[config.mk]
export PLATFORM = sky130hd
export DESIGN_NAME = nibble_serial_add_ctrl_flat
export DESIGN_NICKNAME = d
export VERILOG_FILES = /design/src/rtl/nibble_serial_add_ctrl_pkg.sv /design/src/rtl/nibble_serial_add_ctrl_if.sv /design/src/rtl/nibble_serial_add_ctrl_nibble_adder.sv /design/src/rtl/nibble_serial_add_ctrl.sv /design/src/flat_wrapper.sv
export SDC_FILE = /design/constraint.sdc
export NUM_CORES = 1
export LEC_CHECK = 0
export ABC_AREA = 1
export CAP_MARGIN = 5
export CELL_PAD_IN_SITES_DETAIL_PLACEMENT = 1
export CELL_PAD_IN_SITES_GLOBAL_PLACEMENT = 1
export CORE_UTILIZATION = 35
export DETAILED_ROUTE_END_ITERATION = 6
export GPL_ROUTABILITY_DRIVEN = 0
export HOLD_SLACK_MARGIN = 0.12
export PLACE_DENSITY_LB_ADDON = 0.25
export REMOVE_ABC_BUFFERS = 1
export SLEW_MARGIN = 30
export SYNTH_ARGS = -nofsm -noshare
export SYNTH_HDL_FRONTEND = slang
export SYNTH_SLANG_ARGS = --single-unit
[constraint.sdc]
create_clock -name clk -period 3.7 [get_ports clk]
set_clock_uncertainty 0.05 [all_clocks]
set_input_delay 0.74 -clock clk [delete_from_list [all_inputs] [get_ports clk]]
set_output_delay 0.74 -clock clk [all_outputs]
set_load 0.005 [all_outputs]
[src/rtl/nibble_serial_add_ctrl_pkg.sv]
// Shared types and constants for the nibble-serial add controller.
// Holds the FSM state encoding and the nibble width.
package nibble_add_pkg;

  localparam int NIB_W = 4;

  typedef enum logic [1:0] {
    IDLE = 2'd0,
    RUN  = 2'd1,
    DONE = 2'd2
  } state_t;

endpackage

[src/rtl/nibble_serial_add_ctrl_if.sv]
// Producer/consumer handshake bundle for nibble_serial_add_ctrl.
// The sub signal exists only when SUB_MODE_EN is defined.
interface nibble_serial_add_ctrl_if
  import nibble_add_pkg::*;
#(
  parameter int WIDTH = 16
);

  logic             in_valid;
  logic             in_ready;
  logic [WIDTH-1:0] a;
  logic [WIDTH-1:0] b;
`ifdef SUB_MODE_EN
  logic             sub;
`endif
  logic             out_valid;
  logic             out_ready;
  logic [WIDTH:0]   sum;

  // master drives operations in and accepts results; slave is the controller
  modport master (
`ifdef SUB_MODE_EN
    output sub,
`endif
    output in_valid, a, b, out_ready,
    input  in_ready, out_valid, sum
  );

  modport slave (
`ifdef SUB_MODE_EN
    input  sub,
`endif
    input  in_valid, a, b, out_ready,
    output in_ready, out_valid, sum
  );

endinterface

[src/rtl/nibble_serial_add_ctrl_nibble_adder.sv]
// Combinational 4-bit ripple-carry adder made of full-adder cells.
// Shared by every nibble step of the serial controller.
module nibble_adder
  import nibble_add_pkg::*;
(
  input  logic [NIB_W-1:0] x,
  input  logic [NIB_W-1:0] y,
  input  logic             cin,
  output logic [NIB_W-1:0] sum,
  output logic             cout
);

  logic [NIB_W:0] carry;

  assign carry[0] = cin;

  for (genvar i = 0; i < NIB_W; i++) begin : g_fa
    assign sum[i]     = x[i] ^ y[i] ^ carry[i];
    assign carry[i+1] = (x[i] & y[i]) | (carry[i] & (x[i] ^ y[i]));
  end

  assign cout = carry[NIB_W];

endmodule

[src/rtl/nibble_serial_add_ctrl.sv]
// Adds two WIDTH-bit operands over WIDTH/4 cycles with a single nibble adder, LSB nibble first.
// Define SUB_MODE_EN to add the sub input (a - b via inverted b and carry-in of 1).
module nibble_serial_add_ctrl
  import nibble_add_pkg::*;
#(
  parameter int WIDTH = 16
) (
  input  logic                     clk,
  input  logic                     rst,
  nibble_serial_add_ctrl_if.slave  bus,
  output logic                     busy
);

  localparam int NIBBLES = WIDTH / NIB_W;
  localparam int IDX_W   = (NIBBLES > 1) ? $clog2(NIBBLES) : 1;
  localparam logic [IDX_W-1:0] LAST_IDX = IDX_W'(NIBBLES - 1);

  if ((WIDTH % NIB_W) != 0 || WIDTH < 8) begin : g_bad_width
    $error("nibble_serial_add_ctrl: WIDTH must be a multiple of 4 and >= 8");
  end

  state_t           state_q, state_d;
  logic [WIDTH-1:0] a_q, a_d;
  logic [WIDTH-1:0] b_q, b_d;
  logic             carry_q, carry_d;
  logic [IDX_W-1:0] idx_q, idx_d;
  logic [WIDTH:0]   sum_q, sum_d;

  logic [NIB_W-1:0] nib_x, nib_y, nib_s;
  logic             nib_co;

  // b_q already holds ~b when subtracting, so the adder never sees the mode
  assign nib_x = a_q[idx_q*NIB_W +: NIB_W];
  assign nib_y = b_q[idx_q*NIB_W +: NIB_W];

  nibble_adder u_nibble_adder (
    .x    (nib_x),
    .y    (nib_y),
    .cin  (carry_q),
    .sum  (nib_s),
    .cout (nib_co)
  );

  always_comb begin
    state_d = state_q;
    a_d     = a_q;
    b_d     = b_q;
    carry_d = carry_q;
    idx_d   = idx_q;
    sum_d   = sum_q;

    case (state_q)
      IDLE: begin
        if (bus.in_valid) begin
          a_d     = bus.a;
          idx_d   = '0;
          state_d = RUN;
`ifdef SUB_MODE_EN
          b_d     = bus.sub ? ~bus.b : bus.b;
          carry_d = bus.sub;
`else
          b_d     = bus.b;
          carry_d = 1'b0;
`endif
        end
      end

      RUN: begin
        sum_d[idx_q*NIB_W +: NIB_W] = nib_s;
        carry_d = nib_co;
        idx_d   = idx_q + IDX_W'(1);
        if (idx_q == LAST_IDX) begin
          sum_d[WIDTH] = nib_co;
          state_d      = DONE;
        end
      end

      DONE: begin
        if (bus.out_ready) begin
          state_d = IDLE;
        end
      end

      default: state_d = IDLE;
    endcase
  end

  always_ff @(posedge clk) begin
    if (rst) begin
      state_q <= IDLE;
      a_q     <= '0;
      b_q     <= '0;
      carry_q <= 1'b0;
      idx_q   <= '0;
      sum_q   <= '0;
    end else begin
      state_q <= state_d;
      a_q     <= a_d;
      b_q     <= b_d;
      carry_q <= carry_d;
      idx_q   <= idx_d;
      sum_q   <= sum_d;
    end
  end

  assign bus.in_ready  = (state_q == IDLE) && !rst;
  assign bus.out_valid = (state_q == DONE);
  assign bus.sum       = sum_q;
  assign busy          = (state_q != IDLE);

endmodule

[src/flat_wrapper.sv]
// flat-port wrapper written by rule: the top's interface ports become plain ports
module nibble_serial_add_ctrl_flat import nibble_add_pkg::*;
#(
  parameter int WIDTH = 16
)
  (clk, rst, busy, bus_in_valid, bus_a, bus_b, bus_out_ready, bus_in_ready, bus_out_valid, bus_sum);
  nibble_serial_add_ctrl_if #(.WIDTH(WIDTH)) bus_i ();
  input  logic clk;
  input  logic rst;
  output logic busy;
  input wire logic [$bits(bus_i.in_valid)-1:0] bus_in_valid;
  input wire logic [$bits(bus_i.a)-1:0] bus_a;
  input wire logic [$bits(bus_i.b)-1:0] bus_b;
  input wire logic [$bits(bus_i.out_ready)-1:0] bus_out_ready;
  output wire logic [$bits(bus_i.in_ready)-1:0] bus_in_ready;
  output wire logic [$bits(bus_i.out_valid)-1:0] bus_out_valid;
  output wire logic [$bits(bus_i.sum)-1:0] bus_sum;
  assign bus_i.in_valid = bus_in_valid;
  assign bus_i.a = bus_a;
  assign bus_i.b = bus_b;
  assign bus_i.out_ready = bus_out_ready;
  assign bus_in_ready = bus_i.in_ready;
  assign bus_out_valid = bus_i.out_valid;
  assign bus_sum = bus_i.sum;
  nibble_serial_add_ctrl #(.WIDTH(WIDTH)) u_core (.clk(clk), .rst(rst), .bus(bus_i), .busy(busy));
endmodule
==> run metrics, run 1 <==
number of placement rows=30; number of buffers added to fix hold violations after cts=0; Initial Utilization=0.363; clock root cell=clkbuf_8; number of cells traversed by the worst register-to-register path=17; clock tree sinks=54; cell with the largest stage delay on the worst path=dfxtp_1; DRC violations left=0; count of flip-flops with a built-in enable after synthesis=0; # setup viols final=0; final hold vios=0; leakage power total=~1.4 nW; die area=about 7400 µm²; largest net degree at the start of global routing=33; transition time at the pin with the least slew margin=roughly 520 ps; RR Startpoint=u_core.idx_q[0]; total global-route track usage=0.180; FF-to-FF setup slack=~540 ps; cell-by-cell listing of the critical path=clkinv_1 -> nor2_1 -> nor2_1 -> a21oi_1 -> fa_1 -> inv_1 -> fa_1 -> inv_1 -> fa_1 -> inv_1 -> fa_1 -> nand2_1 -> nor2_1 -> nand2_1 -> nand2_1 -> inv_1 -> nor2_1; worst min-delay path category=reg -> reg; worst relative slew slack=0.656; clock insertion delay at the later pin of the skew report=about 310 ps; placeable core region=~6800 µm²; area added between synthesis and finish=30.1%; WL final=between 6 and 7 mm; number of antenna violations at the first check in global routing=0; most frequent standard cell in the layout excluding fill and tap cells=nor2_1; HP Start=u_core.bus.sum[14]; crit start category=register; number of global-route vias before repair=approximately 2.4k; category of the critical setup timing path=reg -> reg; Data arrival, critical path=3360 ps; number of top-level pins=56; CP Max Fanout=15; area share of the leading cell type in the synthesized netlist=0.435; hpwl dp=4.78 mm; 1st-pass router iterations=4; Synth Instances=approximately 350; final-report max-slew violation count=0; wire length of the first global-routing pass=about 11 mm; mean instance size in the synthesized netlist=between 7 and 8 µm²; maximum achievable frequency=approximately 320 MHz; endpoint of the worst hold path=u_core.bus.sum[14]; detailed-route via count=between 2k and 2.5k; most frequent cells in the layout=nor2_1, o21ai_0, clkdlybuf4s50_1; CTS Buf Count=5; count of buffers inserted at the top-level ports=55; final antenna diode count=0; delay of the slowest critical-path stage=between 600 and 700 ps; Syn. warnings=0; setup repair after global routing missed its margin=no; Yosys top cell by area=dfxtp_1; Peak VDD IR=~190 µV; wire length per cell=12.4 µm; layout filler cell count=roughly 910; remaining antenna violation count after routing=0; post-synthesis register bit count=54; final cycle utilization of the critical path=0.855; fraction of layout instances using a drive strength above 1=0.0493; post-placement cell area=a little over 3000 µm²; post-CTS setup buffer count=0; total grt overflow=0; CTS tree=done; outcome=complete, no violations; Starting DRT DRC Count=49; via density per instance=between 4 and 5; width of the die=86.2 µm; Required @ worst endpoint=~3900 ps; sequential cell area fraction in the yosys report=0.435; leading register cell type out of synthesis=dfxtp_1; leading post-synthesis cells by cell area=dfxtp_1, nor2_1, o21ai_0, nand2_1, inv_1; final design instance area without fill=between 3000 and 4000 µm²; hold-critical path depth=2; post-synthesis cell area=about 2500 µm²; reg-to-reg endpoint=u_core.bus.sum[7]; element type at the critical path end=register; final critical delay including setup and external delays=roughly 3200 ps; Pwr Density=between 400 and 500 nW/µm²; asr flop ratio synth=0; Clock Pin Slew Worst Setup and Hold Paths=roughly 90 ps; number of gates resized after cts=0; CTS H-tree depth=2; maximum capacitance violations=0; TNS Setup=0 ps; die outline height=~86 µm; Nets=around 450; maximum number of buffers from clock root to sink=2; post-synth cell types=20
report_power, final:
part           internal [mW]  leakage, nW  total, mW  switching (mW)
clock network          0.202       0.0514      0.399           0.196
logic                  0.114        0.867      0.253           0.140
registers              0.621        0.444      0.647          0.0266
total                  0.937         1.36       1.30           0.363
critical path, delay by kind of cell, from the launching register on:
| kind | cells | cell delay [ps] |
|---|---|---|
| adders and majority gates | 4 | 1230 |
| and+or+nand+nor | 7 | 590 |
| buffers and inverters | 5 | 440 |
| AOI/OAI and AO/OA | 1 | 160 |
| DFF | 1 | 620 |
worst max path at each step:
| stage | startpoint | depth (start not counted) | to | slack (ps) |
|---|---|---|---|---|
| floorplan | u_core.idx_q[0] | 17 | u_core.bus.sum[7] | 300 |
| global placement | u_core.idx_q[0] | 17 | u_core.bus.sum[7] | 700 |
| detailed placement | u_core.idx_q[0] | 17 | u_core.bus.sum[7] | 540 |
| CTS | u_core.idx_q[0] | 17 | u_core.bus.sum[7] | 510 |
| global route | u_core.idx_q[0] | 17 | u_core.bus.sum[7] | 230 |
| finish | u_core.idx_q[0] | 17 | u_core.bus.sum[7] | 540 |
Yosys cell counts, types with 2 or more instances:
| cell | number |
|---|---|
| a21oi_1 | 19 |
| buf_2 | 8 |
| buf_4 | 2 |
| clkbuf_1 | 4 |
| clkinv_1 | 2 |
| dfxtp_1 | 54 |
| fa_1 | 4 |
| ha_1 | 7 |
| inv_1 | 27 |
| inv_2 | 3 |
| nand2_1 | 41 |
| nand3_1 | 4 |
| nand3_2 | 2 |
| nor2_1 | 107 |
| nor2_2 | 2 |
| o21ai_0 | 60 |
| o22ai_1 | 4 |
state kept, by name (all words and copies together), names as in the netlist:
name,cells
u_core.idx_q,2
u_core.bus.sum,17
u_core.a_q,16
u_core.carry_q,1
u_core.state_q,2
u_core.b_q,16
stage by stage:
| stage | total power, mW | hold WS, ps | instances | util | worst slack, ps |
|---|---|---|---|---|---|
| after floorplan | 0.798 | 385 | 337 | - | 299 |
| after detailed placement | 0.916 | 406 | 494 | 0.457 | 540 |
| after global placement | 0.907 | 403 | 494 | 0.457 | 704 |
| after global routing | 1.37 | 455 | 502 | 0.473 | 225 |
| final | 1.30 | 418 | 502 | 0.473 | 538 |
| after CTS | 1.31 | 421 | 502 | 0.473 | 512 |
final cells by class:
cell class / instances / area, µm² / area share
sequential: 54 / 1080 / 0.335
timing repair buffer: 61 / 596 / 0.184
inverter: 32 / 120 / 0.0372
clock inverter: 2 / 37.5 / 0.0116
multi-input combinational: 251 / 1200 / 0.372
tap: 96 / 120 / 0.0372
clock buffer: 6 / 72.6 / 0.0225
layer usage:
layer / track usage / wire length (µm) / up-vias
met5: 0 / 0 / -
met4: 0.0485 / 93 / 0
met3: 0.0343 / 222 / 8
met2: 0.333 / 3110 / 45
met1: 0.214 / 2800 / 1095
li1: - / - / 1218
logic make-up (layout without fill, tap and decap cells):
logic type	after synthesis	count (layout)	share of synthesized area
adder cells (fa/ha/maj)	11	11	0.0675
AND/OR/NAND/NOR	157	157	0.247
AO/OA/AOI/OAI	83	83	0.169
buffers and inverters	48	101	0.0801
flip-flops	54	54	0.435
Note: power is estimated with default switching activity, not from simulation.
==> run 2, diff against run 1 <==
--- a/config.mk
+++ b/config.mk
@@ -15,6 +15,7 @@
 export HOLD_SLACK_MARGIN = 0.12
 export PLACE_DENSITY_LB_ADDON = 0.25
 export REMOVE_ABC_BUFFERS = 1
+export SETUP_SLACK_MARGIN = 0.02
 export SLEW_MARGIN = 30
 export SYNTH_ARGS = -nofsm -noshare
 export SYNTH_HDL_FRONTEND = slang
==> results of run 2 <==
The final DEF is identical to that of run 1; final timing and power are the same.
